File: config.mk
export PLATFORM = sky130hd
export DESIGN_NAME = alu_seq
export DESIGN_NICKNAME = d
export VERILOG_FILES = /design/src/rtl/alu_seq_pkg.sv /design/src/rtl/alu_seq_core.sv /design/src/rtl/alu_seq.sv
export SDC_FILE = /design/constraint.sdc
export NUM_CORES = 1
export LEC_CHECK = 0
export ABC_CLOCK_PERIOD_IN_PS = 9300
export CAP_MARGIN = 20
export CORE_ASPECT_RATIO = 0.5
export CORE_MARGIN = 2
export CORE_UTILIZATION = 64
export CTS_BUF_LIST = sky130_fd_sc_hd__clkbuf_8 sky130_fd_sc_hd__clkbuf_16
export CTS_CLUSTER_DIAMETER = 60
export DETAILED_ROUTE_END_ITERATION = 16
export PLACE_DENSITY = 0.88
export SLEW_MARGIN = 25
export SYNTH_ARGS = -nofsm -noshare
export SYNTH_HDL_FRONTEND = slang
export SYNTH_SLANG_ARGS = --single-unit
File: constraint.sdc
create_clock -name clk -period 9.3 [get_ports clk]
set_input_delay 1.395 -clock clk [delete_from_list [all_inputs] [get_ports clk]]
set_output_delay 1.395 -clock clk [all_outputs]
set_load 0.02 [all_outputs]
File: src/rtl/alu_seq_pkg.sv
// ============================================================================
// alu_seq_pkg : opcode, flag types and helpers shared by the alu_seq block
// Revision    : 1.0 - initial release
// ============================================================================
`default_nettype none

package alu_seq_pkg;

  typedef enum logic [4:0] {
    OP_AND = 5'h00, OP_EOR = 5'h01, OP_SUB = 5'h02, OP_RSB = 5'h03,
    OP_ADD = 5'h04, OP_ADC = 5'h05, OP_SBC = 5'h06, OP_RSC = 5'h07,
    OP_TST = 5'h08, OP_TEQ = 5'h09, OP_CMP = 5'h0A, OP_CMN = 5'h0B,
    OP_ORR = 5'h0C, OP_MOV = 5'h0D, OP_BIC = 5'h0E, OP_MVN = 5'h0F,
    OP_MUL = 5'h10
  } alu_op_e;

  typedef struct packed {
    logic n;
    logic z;
    logic c;
    logic v;
  } nzcv_t;

  localparam int FLAG_N = 3;
  localparam int FLAG_Z = 2;
  localparam int FLAG_C = 1;
  localparam int FLAG_V = 0;

  // Compare-style ops discard the result but always commit their flags
  function automatic logic is_test_op(input logic [4:0] op);
    return (op >= 5'h08) && (op <= 5'h0B);
  endfunction

endpackage

`default_nettype wire

File: src/rtl/alu_seq_core.sv
// ============================================================================
// alu_seq_core : combinational single-cycle op unit (legacy 16-op set)
// Revision     : 1.0 - initial release
// ============================================================================
`default_nettype none

module alu_seq_core
  import alu_seq_pkg::*;
#(
  parameter int WIDTH = 32
) (
  input  alu_op_e          i_op,
  input  logic [WIDTH-1:0] i_rn,
  input  logic [WIDTH-1:0] i_src2,
  input  nzcv_t            i_flags,
  output logic [WIDTH-1:0] o_rd,
  output logic             o_rd_we,
  output nzcv_t            o_flags
);

  logic [WIDTH-1:0] w_a;
  logic [WIDTH-1:0] w_b;
  logic [WIDTH-1:0] w_bp;
  logic [WIDTH-1:0] w_logic;
  logic [WIDTH-1:0] w_res;
  logic [WIDTH:0]   w_sum;
  logic             w_cin;
  logic             w_sub;
  logic             w_arith;

  always_comb begin
    w_a     = i_rn;
    w_b     = i_src2;
    w_cin   = 1'b0;
    w_sub   = 1'b0;
    w_arith = 1'b0;
    w_logic = '0;
    case (i_op)
      OP_AND, OP_TST: w_logic = i_rn & i_src2;
      OP_EOR, OP_TEQ: w_logic = i_rn ^ i_src2;
      OP_ORR:         w_logic = i_rn | i_src2;
      OP_MOV:         w_logic = i_src2;
      OP_BIC:         w_logic = i_rn & ~i_src2;
      OP_MVN:         w_logic = ~i_rn;
      OP_ADD, OP_CMN: w_arith = 1'b1;
      OP_ADC: begin
        w_arith = 1'b1;
        w_cin   = i_flags.c;
      end
      OP_SUB, OP_CMP: begin
        w_arith = 1'b1;
        w_sub   = 1'b1;
        w_cin   = 1'b1;
      end
      OP_RSB: begin
        w_arith = 1'b1;
        w_sub   = 1'b1;
        w_cin   = 1'b1;
        w_a     = i_src2;
        w_b     = i_rn;
      end
      OP_SBC: begin
        w_arith = 1'b1;
        w_sub   = 1'b1;
        w_cin   = i_flags.c;
      end
      OP_RSC: begin
        w_arith = 1'b1;
        w_sub   = 1'b1;
        w_cin   = i_flags.c;
        w_a     = i_src2;
        w_b     = i_rn;
      end
      default: w_logic = '0;
    endcase
  end

  // Subtraction is a + ~b + cin, so C=1 means no borrow
  assign w_bp  = w_sub ? ~w_b : w_b;
  assign w_sum = {1'b0, w_a} + {1'b0, w_bp} + {{WIDTH{1'b0}}, w_cin};
  assign w_res = w_arith ? w_sum[WIDTH-1:0] : w_logic;

  assign o_flags.n = w_res[WIDTH-1];
  assign o_flags.z = ~|w_res;
  assign o_flags.c = w_arith ? w_sum[WIDTH] : i_flags.c;
  assign o_flags.v = w_arith ? ((w_a[WIDTH-1] == w_bp[WIDTH-1]) && (w_res[WIDTH-1] != w_a[WIDTH-1]))
                             : i_flags.v;

  assign o_rd_we = ~is_test_op(i_op);
  assign o_rd    = o_rd_we ? w_res : '0;

endmodule

`default_nettype wire

File: src/rtl/alu_seq.sv
// ============================================================================
// alu_seq : registered ALU with NZCV register, carry-in ops and shift-add MUL
// Revision : 1.0 - initial release
// ============================================================================
`default_nettype none

module alu_seq
  import alu_seq_pkg::*;
#(
  parameter int WIDTH = 32
) (
  input  logic             clk,
  input  logic             rst,
  input  logic             in_valid,
  output logic             in_ready,
  input  logic [4:0]       op,
  input  logic             set_flags,
  input  logic [WIDTH-1:0] rn,
  input  logic [WIDTH-1:0] src2,
  output logic             out_valid,
  input  logic             out_ready,
  output logic [WIDTH-1:0] rd,
  output logic             rd_we,
  output logic [3:0]       flags
);

  localparam int CNT_W = $clog2(WIDTH) + 1;

  typedef enum logic [0:0] {
    S_IDLE = 1'b0,
    S_MUL  = 1'b1
  } state_e;

  state_e           r_state;
  state_e           w_state_nxt;
  logic [CNT_W-1:0] r_cnt;
  logic [WIDTH-1:0] r_mcand;
  logic [WIDTH-1:0] r_mplr;
  logic [WIDTH-1:0] r_acc;
  logic [WIDTH-1:0] w_acc_nxt;
  logic             r_mul_s;
  nzcv_t            r_flags;
  logic             r_out_valid;
  logic [WIDTH-1:0] r_rd;
  logic             r_rd_we;

  logic             w_in_ready;
  logic             w_accept;
  logic             w_pop;
  logic             w_is_mul;
  logic             w_is_legacy;
  logic             w_mul_done;
  logic [WIDTH-1:0] w_core_rd;
  logic             w_core_we;
  nzcv_t            w_core_flags;

  alu_seq_core #(.WIDTH(WIDTH)) u_core (
    .i_op    (alu_op_e'(op)),
    .i_rn    (rn),
    .i_src2  (src2),
    .i_flags (r_flags),
    .o_rd    (w_core_rd),
    .o_rd_we (w_core_we),
    .o_flags (w_core_flags)
  );

  assign w_is_mul    = (op == OP_MUL);
  assign w_is_legacy = ~op[4];
  assign w_accept    = in_valid & w_in_ready;
  assign w_pop       = r_out_valid & out_ready;
  assign w_mul_done  = (r_state == S_MUL) && (r_cnt == CNT_W'(WIDTH - 1));
  assign w_acc_nxt   = r_mplr[0] ? (r_acc + r_mcand) : r_acc;

  always_comb begin
    w_state_nxt = r_state;
    w_in_ready  = 1'b0;
    case (r_state)
      S_IDLE: begin
        w_in_ready = ~rst & (~r_out_valid | out_ready);
        if (in_valid && w_in_ready && w_is_mul) w_state_nxt = S_MUL;
      end
      S_MUL: begin
        if (w_mul_done) w_state_nxt = S_IDLE;
      end
      default: w_state_nxt = S_IDLE;
    endcase
  end

  always_ff @(posedge clk) begin
    if (rst) r_state <= S_IDLE;
    else     r_state <= w_state_nxt;
  end

  always_ff @(posedge clk) begin
    if (rst) begin
      r_cnt       <= '0;
      r_mcand     <= '0;
      r_mplr      <= '0;
      r_acc       <= '0;
      r_mul_s     <= 1'b0;
      r_flags     <= '0;
      r_out_valid <= 1'b0;
      r_rd        <= '0;
      r_rd_we     <= 1'b0;
    end else begin
      // Fixed-length iteration: every multiplier bit is visited, no early exit
      if (r_state == S_MUL) begin
        r_acc   <= w_acc_nxt;
        r_mcand <= r_mcand << 1;
        r_mplr  <= r_mplr >> 1;
        r_cnt   <= r_cnt + CNT_W'(1);
      end
      if (w_accept && w_is_mul) begin
        r_mcand <= rn;
        r_mplr  <= src2;
        r_acc   <= '0;
        r_cnt   <= '0;
        r_mul_s <= set_flags;
      end

      if (w_mul_done) begin
        r_out_valid <= 1'b1;
        r_rd        <= w_acc_nxt;
        r_rd_we     <= 1'b1;
        if (r_mul_s) begin
          r_flags.n <= w_acc_nxt[WIDTH-1];
          r_flags.z <= ~|w_acc_nxt;
        end
      end else if (w_accept && !w_is_mul) begin
        r_out_valid <= 1'b1;
        r_rd        <= w_is_legacy ? w_core_rd : '0;
        r_rd_we     <= w_is_legacy & w_core_we;
        if (w_is_legacy && (set_flags || is_test_op(op))) r_flags <= w_core_flags;
      end else if (w_pop) begin
        r_out_valid <= 1'b0;
      end
    end
  end

  assign in_ready  = w_in_ready;
  assign out_valid = r_out_valid;
  assign rd        = r_rd;
  assign rd_we     = r_rd_we;
  assign flags     = r_flags;

endmodule

`default_nettype wire
After elaboration in Yosys (flattened, before gate mapping)
Cells that the tools add are included.

Register bits: 142. Output and inout port bits: 39. Input bits: 74.

Order comparisons: 2. Equal/unequal tests: 20. Muxes and demuxes: 32. Add/subtract/negate cells: 4. Reduce and logical (&&, ||, !) cells: 29. Bitwise logic cells: 18.

Operator list (number): two-way mux 32 bit (13); one-hot mux 32 bit (6 select lines) (1); NOT 32 bit (3); AND 32 bit (2); OR reduction 32 bit (2); equality test 5 x 4 -> 1 bit, second input constant (8); adder 32 x 32 -> 33 bit (1); adder 33 x 1 -> 33 bit (1); adder 32 bit (1); bitwise OR 32 bit (1); XOR 32 bit (1); equality test 5 x 3 -> 1 bit, second input constant (4); two-way mux 1 bit (12); equality test 5 x 2 -> 1 bit, second input constant (2); logical AND 1 bit (8); two-way mux 4 bit (2); OR reduction 2 bit (4); OR reduction 8 bit (1); adder 6 x 1 -> 6 bit, second input constant (1); equality test 6 x 5 -> 1 bit, second input constant (1); NOT 1 bit (6); nonzero test 2 bit (3); OR reduction 3 bit (2); equality test 5 x 1 -> 1 bit, second input constant (1); 17 further kinds (24).

Logic depth before layout (Yosys ltp)
Word-level depth: 14. Gate-level depth with buffers: 21. Mapped depth without buffers: 18.

Modules after synthesis
From an unflattened synthesis, not the netlist that was laid out.

Cell total of the unflattened synthesis: 1849. Area, all modules: 13499.2 um2.

By module, submodules not included: alu_seq (times used 1, cells each 1021, area an instance 8256.7 um2); alu_seq_core (times used 1, cells each 828, area an instance 5242.5 um2).

Worst setup path after synthesis
Ideal clock, no wire load.

Kind: input -> register. From: input port op[4]. To: register r_flags, in the netlist flags[2]. Data required time: 9.183 ns. Setup slack: 2.512 ns. Arrival time: 6.670 ns. Stages: 20. Cell sequence: clkbuf_1 nand2b_1 nor3b_1 clkbuf_1 clkbuf_1 o21ai_0 fa_1 fa_1 a21o_1 a311oi_1 o31ai_1 a41o_1 a41oi_1 o311ai_0 a221o_1 or4_1 o311ai_0 inv_1 a41oi_1 nand2_1.

Cells in the longest elaborated chain, start to end: 13. Elaborated cells between the ends (all ways): 51. Classes of those cells: add/sub: 2; order compare: 2; eq/ne: 16; mux: 11; bitwise: 2; reduce/logical: 18.

RTL lines: start: declaration (line alu_seq.sv:16) `input logic [4:0] op,`; equality test 5 x 2 -> 1 bit / equality test 5 x 3 -> 1 bit (equally long branches) (line alu_seq_core.sv:38) `case (i_op)`; OR reduction 2 bit (no source line); two-way mux 32 bit (line alu_seq_core.sv:38); NOT 32 bit (line alu_seq_core.sv:79) `assign w_bp = w_sub ? ~w_b : w_b;`; two-way mux 32 bit (line alu_seq_core.sv:79); adder 32 x 32 -> 33 bit (line alu_seq_core.sv:80) `assign w_sum = {1'b0, w_a} + {1'b0, w_bp} + {{WIDTH{1'b0}}, w_cin};`; adder 33 x 1 -> 33 bit (line alu_seq_core.sv:80); two-way mux 32 bit (line alu_seq_core.sv:81) `assign w_res = w_arith ? w_sum[WIDTH-1:0] : w_logic;`; OR reduction 32 bit (line alu_seq_core.sv:84) `assign o_flags.z = ~|w_res;`; zero test 1 bit (line alu_seq_core.sv:84); two-way mux 4 bit (line alu_seq.sv:133) `if (w_is_legacy && (set_flags || is_test_op(op))) r_flags <= w_core_flags;`; two-way mux 4 bit (line alu_seq.sv:129) `end else if (w_accept && !w_is_mul) begin`; two-way mux 2 bit (line alu_seq.sv:121) `if (w_mul_done) begin`; end signal: assignment (line alu_seq.sv:133); end: declaration (line alu_seq.sv:42) `nzcv_t r_flags;`.

Parallel ways exist; a longest one is shown, timed or not. The select of a mux whose other input is x is not followed. A chain may end at the register's enable or synchronous reset.

Worst setup path after layout
Ends and elaborated chain as after synthesis.

==> impl_metrics.tcl <==
set metrics [dict create \
    outcome "finished clean" \
    h-tree-depth 4 \
    crit_chain "clkdlybuf4s50_1, nand2b_1, nor3b_2, buf_4, mux2i_1, xnor2_1, ha_1, a21o_1, a311oi_1, o31ai_1, a41o_1, a41oi_1, o311ai_0, xnor2_1, o2111ai_1, a2111oi_0, and4b_1, a41oi_1, nand2_1" \
    regToRegSetupSlack_ns 3.85 \
    num-nets-final 1867 \
    proportion_of_synthesized_chip_area_in_sequential_cells 0.231 \
    synth_simple_gate_area_frac 0.183 \
    dieWidth_um 200 \
    cell_area_after_placement_um2 13600 \
    synthMuxAreaShare 0.0762 \
    cts_inserted_buffers 17 \
    cts_resized 0 \
    mappedNetlistArea_um2 12300 \
    synth_top_family_by_area "compound AO/OA/AOI/OAI gates" \
    fin_crit_sh 0.835 \
    cap_viol_max_count 0 \
    grt_max_degree 95 \
    antenna_found_initial 0 \
    leakagePower_nw 5.40 \
    routed_wirelength_um 44600 \
    worstHoldPathType "reg2reg" \
    skew_pair_late_insertion_delay_ns 0.45 \
    cp_max_fo 48 \
    detailroute.via_count 13489 \
    syn_area_per_cell_um2 7.46 \
    final_antenna_net_count 0 \
    cts_tree "done" \
    numPortBuffers 112 \
    worst_setup_path_start_kind "input pin" \
    synth-seq-cells 142 \
    post-route-min-period_ns 7.76 \
    postSynthCellCount 1648 \
    worstPathRequired_ns 9.69 \
    synth-xor-area-share 0.0598 \
    synthesis.yosys.warnings 0 \
    timing_max_transition_violations_final 0 \
    synth_adder_area_share 0.102 \
    die_y_um 102 \
    grt_util_all_layers 0.436 \
    critical_path.endpoint "flags[2]$_SDFFE_PP0P_" \
    ctsHoldBuffers 0 \
    vdd.ir_drop.worst_mv 0.175 \
    core.rowCount 35 \
    floorplan.initialDensity 0.661 \
    route.detailed.drc 0 \
    critical-path-max-stage-delay_ns 0.84 \
    placed_wire_length_estimate_um 31600 \
    post-route-cell-area_um2 14200 \
    slew-limit-headroom 0.217 \
    grt_overflow 0 \
    routedWlPerCell_um 22.7 \
    crit_path_start "op[4]" \
    layout.cells.most_common_list "sky130_fd_sc_hd__nor2_1 (182), sky130_fd_sc_hd__nand2_1 (157), sky130_fd_sc_hd__a21oi_1 (144)" \
    final_layout_size_suffix_gt1_frac 0.0504 \
    worstSetupPathDepth 19 \
    synth_compound_gate_area_share 0.290 \
    clk_pin_slew_ns 0.06 \
    final_common_cell "sky130_fd_sc_hd__nor2_1" \
    hold_ws_ns 0.457 \
    report.final.hold_viol_count 0 \
    drtPass1Iterations 8 \
    rsz0062_at_grt "false" \
    syn_nets 1820 \
    design.core.area_um2 18600 \
    worstSetupEndpointType "flip-flop" \
    setup_total_negative_slack_ns 0 \
    fin_skew_ns 0.00878 \
    crit_buf_inv 2 \
    synth_edf_count 0 \
    slowest_stage "sky130_fd_sc_hd__o311ai_0" \
    io_pins 113 \
    timing.critical_path.arrival_ns 8.15 \
    root_buffer "sky130_fd_sc_hd__clkbuf_16" \
    reg2regPathDepth 18 \
    critical_path.reg2reg.startpoint "flags[1]$_SDFFE_PP0P_" \
    post-cts-setup-buffers 0 \
    clock-sinks 142 \
    antenna_cells 0 \
    yosysUniqueCellTypes 70 \
    clockBufferDepth 2 \
    critical-path-top-delay-family "compound AO/OA/AOI/OAI gates" \
    async_reset_ff_frac 0 \
    areaGrowthSynthToFinish_pct 15.5 \
    drtIter0Drc 1635 \
    die_area_um2 20400 \
    timing.rr.end "flags[2]$_SDFFE_PP0P_" \
    drt-vias-per-instance 6.86 \
    gp_congestion 0.945 \
    pwr_density_cell_nw_per_um2 133 \
    criticalPathCategory "in2reg" \
    first_pass_grt_wire_length_um 67800 \
    synth-main-ff-cell "sky130_fd_sc_hd__dfxtp_1" \
    max_freq_ghz 0.129 \
    slew_at_the_pin_closest_to_its_max_slew_limit_ns 1.15 \
    first_global_vias 12603 \
    setup_violations 0 \
]
==> worst min path at each step <==
stage,start,endpoint,slack (ns),cells after the start
after floorplan,r_mplr[18]$_SDFFE_PP0P_,r_mplr[18]$_SDFFE_PP0P_,0.44,2
after global placement,r_mplr[8]$_SDFFE_PP0P_,r_mplr[8]$_SDFFE_PP0P_,0.44,2
after detailed placement,r_mplr[8]$_SDFFE_PP0P_,r_mplr[8]$_SDFFE_PP0P_,0.45,2
after CTS,r_mplr[8]$_SDFFE_PP0P_,r_mplr[8]$_SDFFE_PP0P_,0.46,2
after global routing,r_mplr[20]$_SDFFE_PP0P_,r_mplr[20]$_SDFFE_PP0P_,0.48,2
final,r_mplr[7]$_SDFFE_PP0P_,r_mplr[7]$_SDFFE_PP0P_,0.46,2
==> cells in the mapped netlist (7+ instances only) <==
master	number	area, µm²
sky130_fd_sc_hd__a31oi_1	16	100
sky130_fd_sc_hd__xnor2_1	58	508
sky130_fd_sc_hd__a211oi_1	63	473
sky130_fd_sc_hd__dfxtp_1	142	2840
sky130_fd_sc_hd__a2111oi_0	7	61.3
sky130_fd_sc_hd__nor4_1	8	50.1
sky130_fd_sc_hd__nor2b_1	14	87.6
sky130_fd_sc_hd__mux2i_1	88	881
sky130_fd_sc_hd__nand4_1	13	81.3
sky130_fd_sc_hd__buf_1	9	33.8
sky130_fd_sc_hd__o21a_1	10	75.1
sky130_fd_sc_hd__nand2_1	157	589
sky130_fd_sc_hd__a21o_1	26	195
sky130_fd_sc_hd__inv_1	84	315
sky130_fd_sc_hd__nor3_1	19	95.1
sky130_fd_sc_hd__a21oi_1	144	721
sky130_fd_sc_hd__o221ai_1	14	123
sky130_fd_sc_hd__a222oi_1	7	70.1
sky130_fd_sc_hd__o21ai_0	103	515
sky130_fd_sc_hd__ha_1	95	1190
sky130_fd_sc_hd__nor2_1	184	691
sky130_fd_sc_hd__o22ai_1	14	87.6
sky130_fd_sc_hd__o211ai_1	16	120
sky130_fd_sc_hd__a221oi_1	25	219
sky130_fd_sc_hd__and3_1	13	81.3
sky130_fd_sc_hd__nand2b_1	20	125
sky130_fd_sc_hd__clkbuf_1	96	360
sky130_fd_sc_hd__nand3_1	29	145
sky130_fd_sc_hd__a22oi_1	39	293
sky130_fd_sc_hd__xor2_1	26	228
==> layout make-up <==
class | instances | area (µm²)
repair buffers | 134 | 1290
fillers | 1363 | 4410
well taps | 259 | 324
inverters | 85 | 319
multi-input cells | 1315 | 8780
clock buffers | 18 | 439
flip-flops and latches | 142 | 2850
clock inverters | 14 | 204
==> report_power, final <==
group | switching [mW] | total, mW | leakage [nW] | internal (mW)
Combinational | 0.301 | 0.491 | 3.94 | 0.190
Sequential | 0.00510 | 0.619 | 1.15 | 0.614
Clock | 0.312 | 0.775 | 0.316 | 0.462
==> cell families after synthesis <==
kind of cell | after synthesis
AOI/OAI and AO/OA | 541
xor gates and xnor gates | 84
adders and majority gates | 98
buffers and inverters | 191
DFF | 142
muxes | 93
and+or+nand+nor | 499
==> layer usage <==
layer | share of wire | vias up | GRT usage
li1 | - | 6142 | -
met1 | 0.42 | 6342 | 0.584
met2 | 0.42 | 863 | 0.653
met3 | 0.14 | 142 | 0.144
met4 | 0.030 | 0 | 0.166
met5 | 0 | - | 0
==> stage by stage <==
stage | setup WS [ns] | cells | utilization | total power [mW]
global route | 1.05 | 1967 | 0.763 | 1.94
finish | 1.54 | 1967 | 0.763 | 1.88
detailed placement | 1.36 | 1935 | 0.728 | 1.10
floorplan | 2.51 | 1648 | - | 0.934
global placement | 1.58 | 1935 | 0.728 | 1.09
CTS | 1.76 | 1967 | 0.763 | 1.86
==> state kept, by name, indices dropped and copies added (netlist names) <==
register   count
r_cnt          6
flags          4
rd            32
r_mcand       32
rd_we          1
r_state        1
r_mplr        32
out_valid      1
r_acc         32
r_mul_s        1
==> worst reg2reg max path, stage by stage, from the launching register on <==
cell and delay (ns):
sky130_fd_sc_hd__dfxtp_1 0.37, sky130_fd_sc_hd__nor2b_1 0.14, sky130_fd_sc_hd__nor3_1 0.05, sky130_fd_sc_hd__a21oi_1 0.14, sky130_fd_sc_hd__nor2_1 0.08, sky130_fd_sc_hd__fa_1 0.51
sky130_fd_sc_hd__fa_1 0.48, sky130_fd_sc_hd__a21o_1 0.23, sky130_fd_sc_hd__a311oi_1 0.45, sky130_fd_sc_hd__o31ai_1 0.22, sky130_fd_sc_hd__a41o_1 0.34, sky130_fd_sc_hd__a41oi_1 0.36
sky130_fd_sc_hd__o311ai_0 0.36, sky130_fd_sc_hd__xnor2_1 0.30, sky130_fd_sc_hd__o2111ai_1 0.13, sky130_fd_sc_hd__a2111oi_0 0.70, sky130_fd_sc_hd__and4b_1 0.30, sky130_fd_sc_hd__a41oi_1 0.13
sky130_fd_sc_hd__nand2_1 0.09
(Power assumes the default switching activity.)
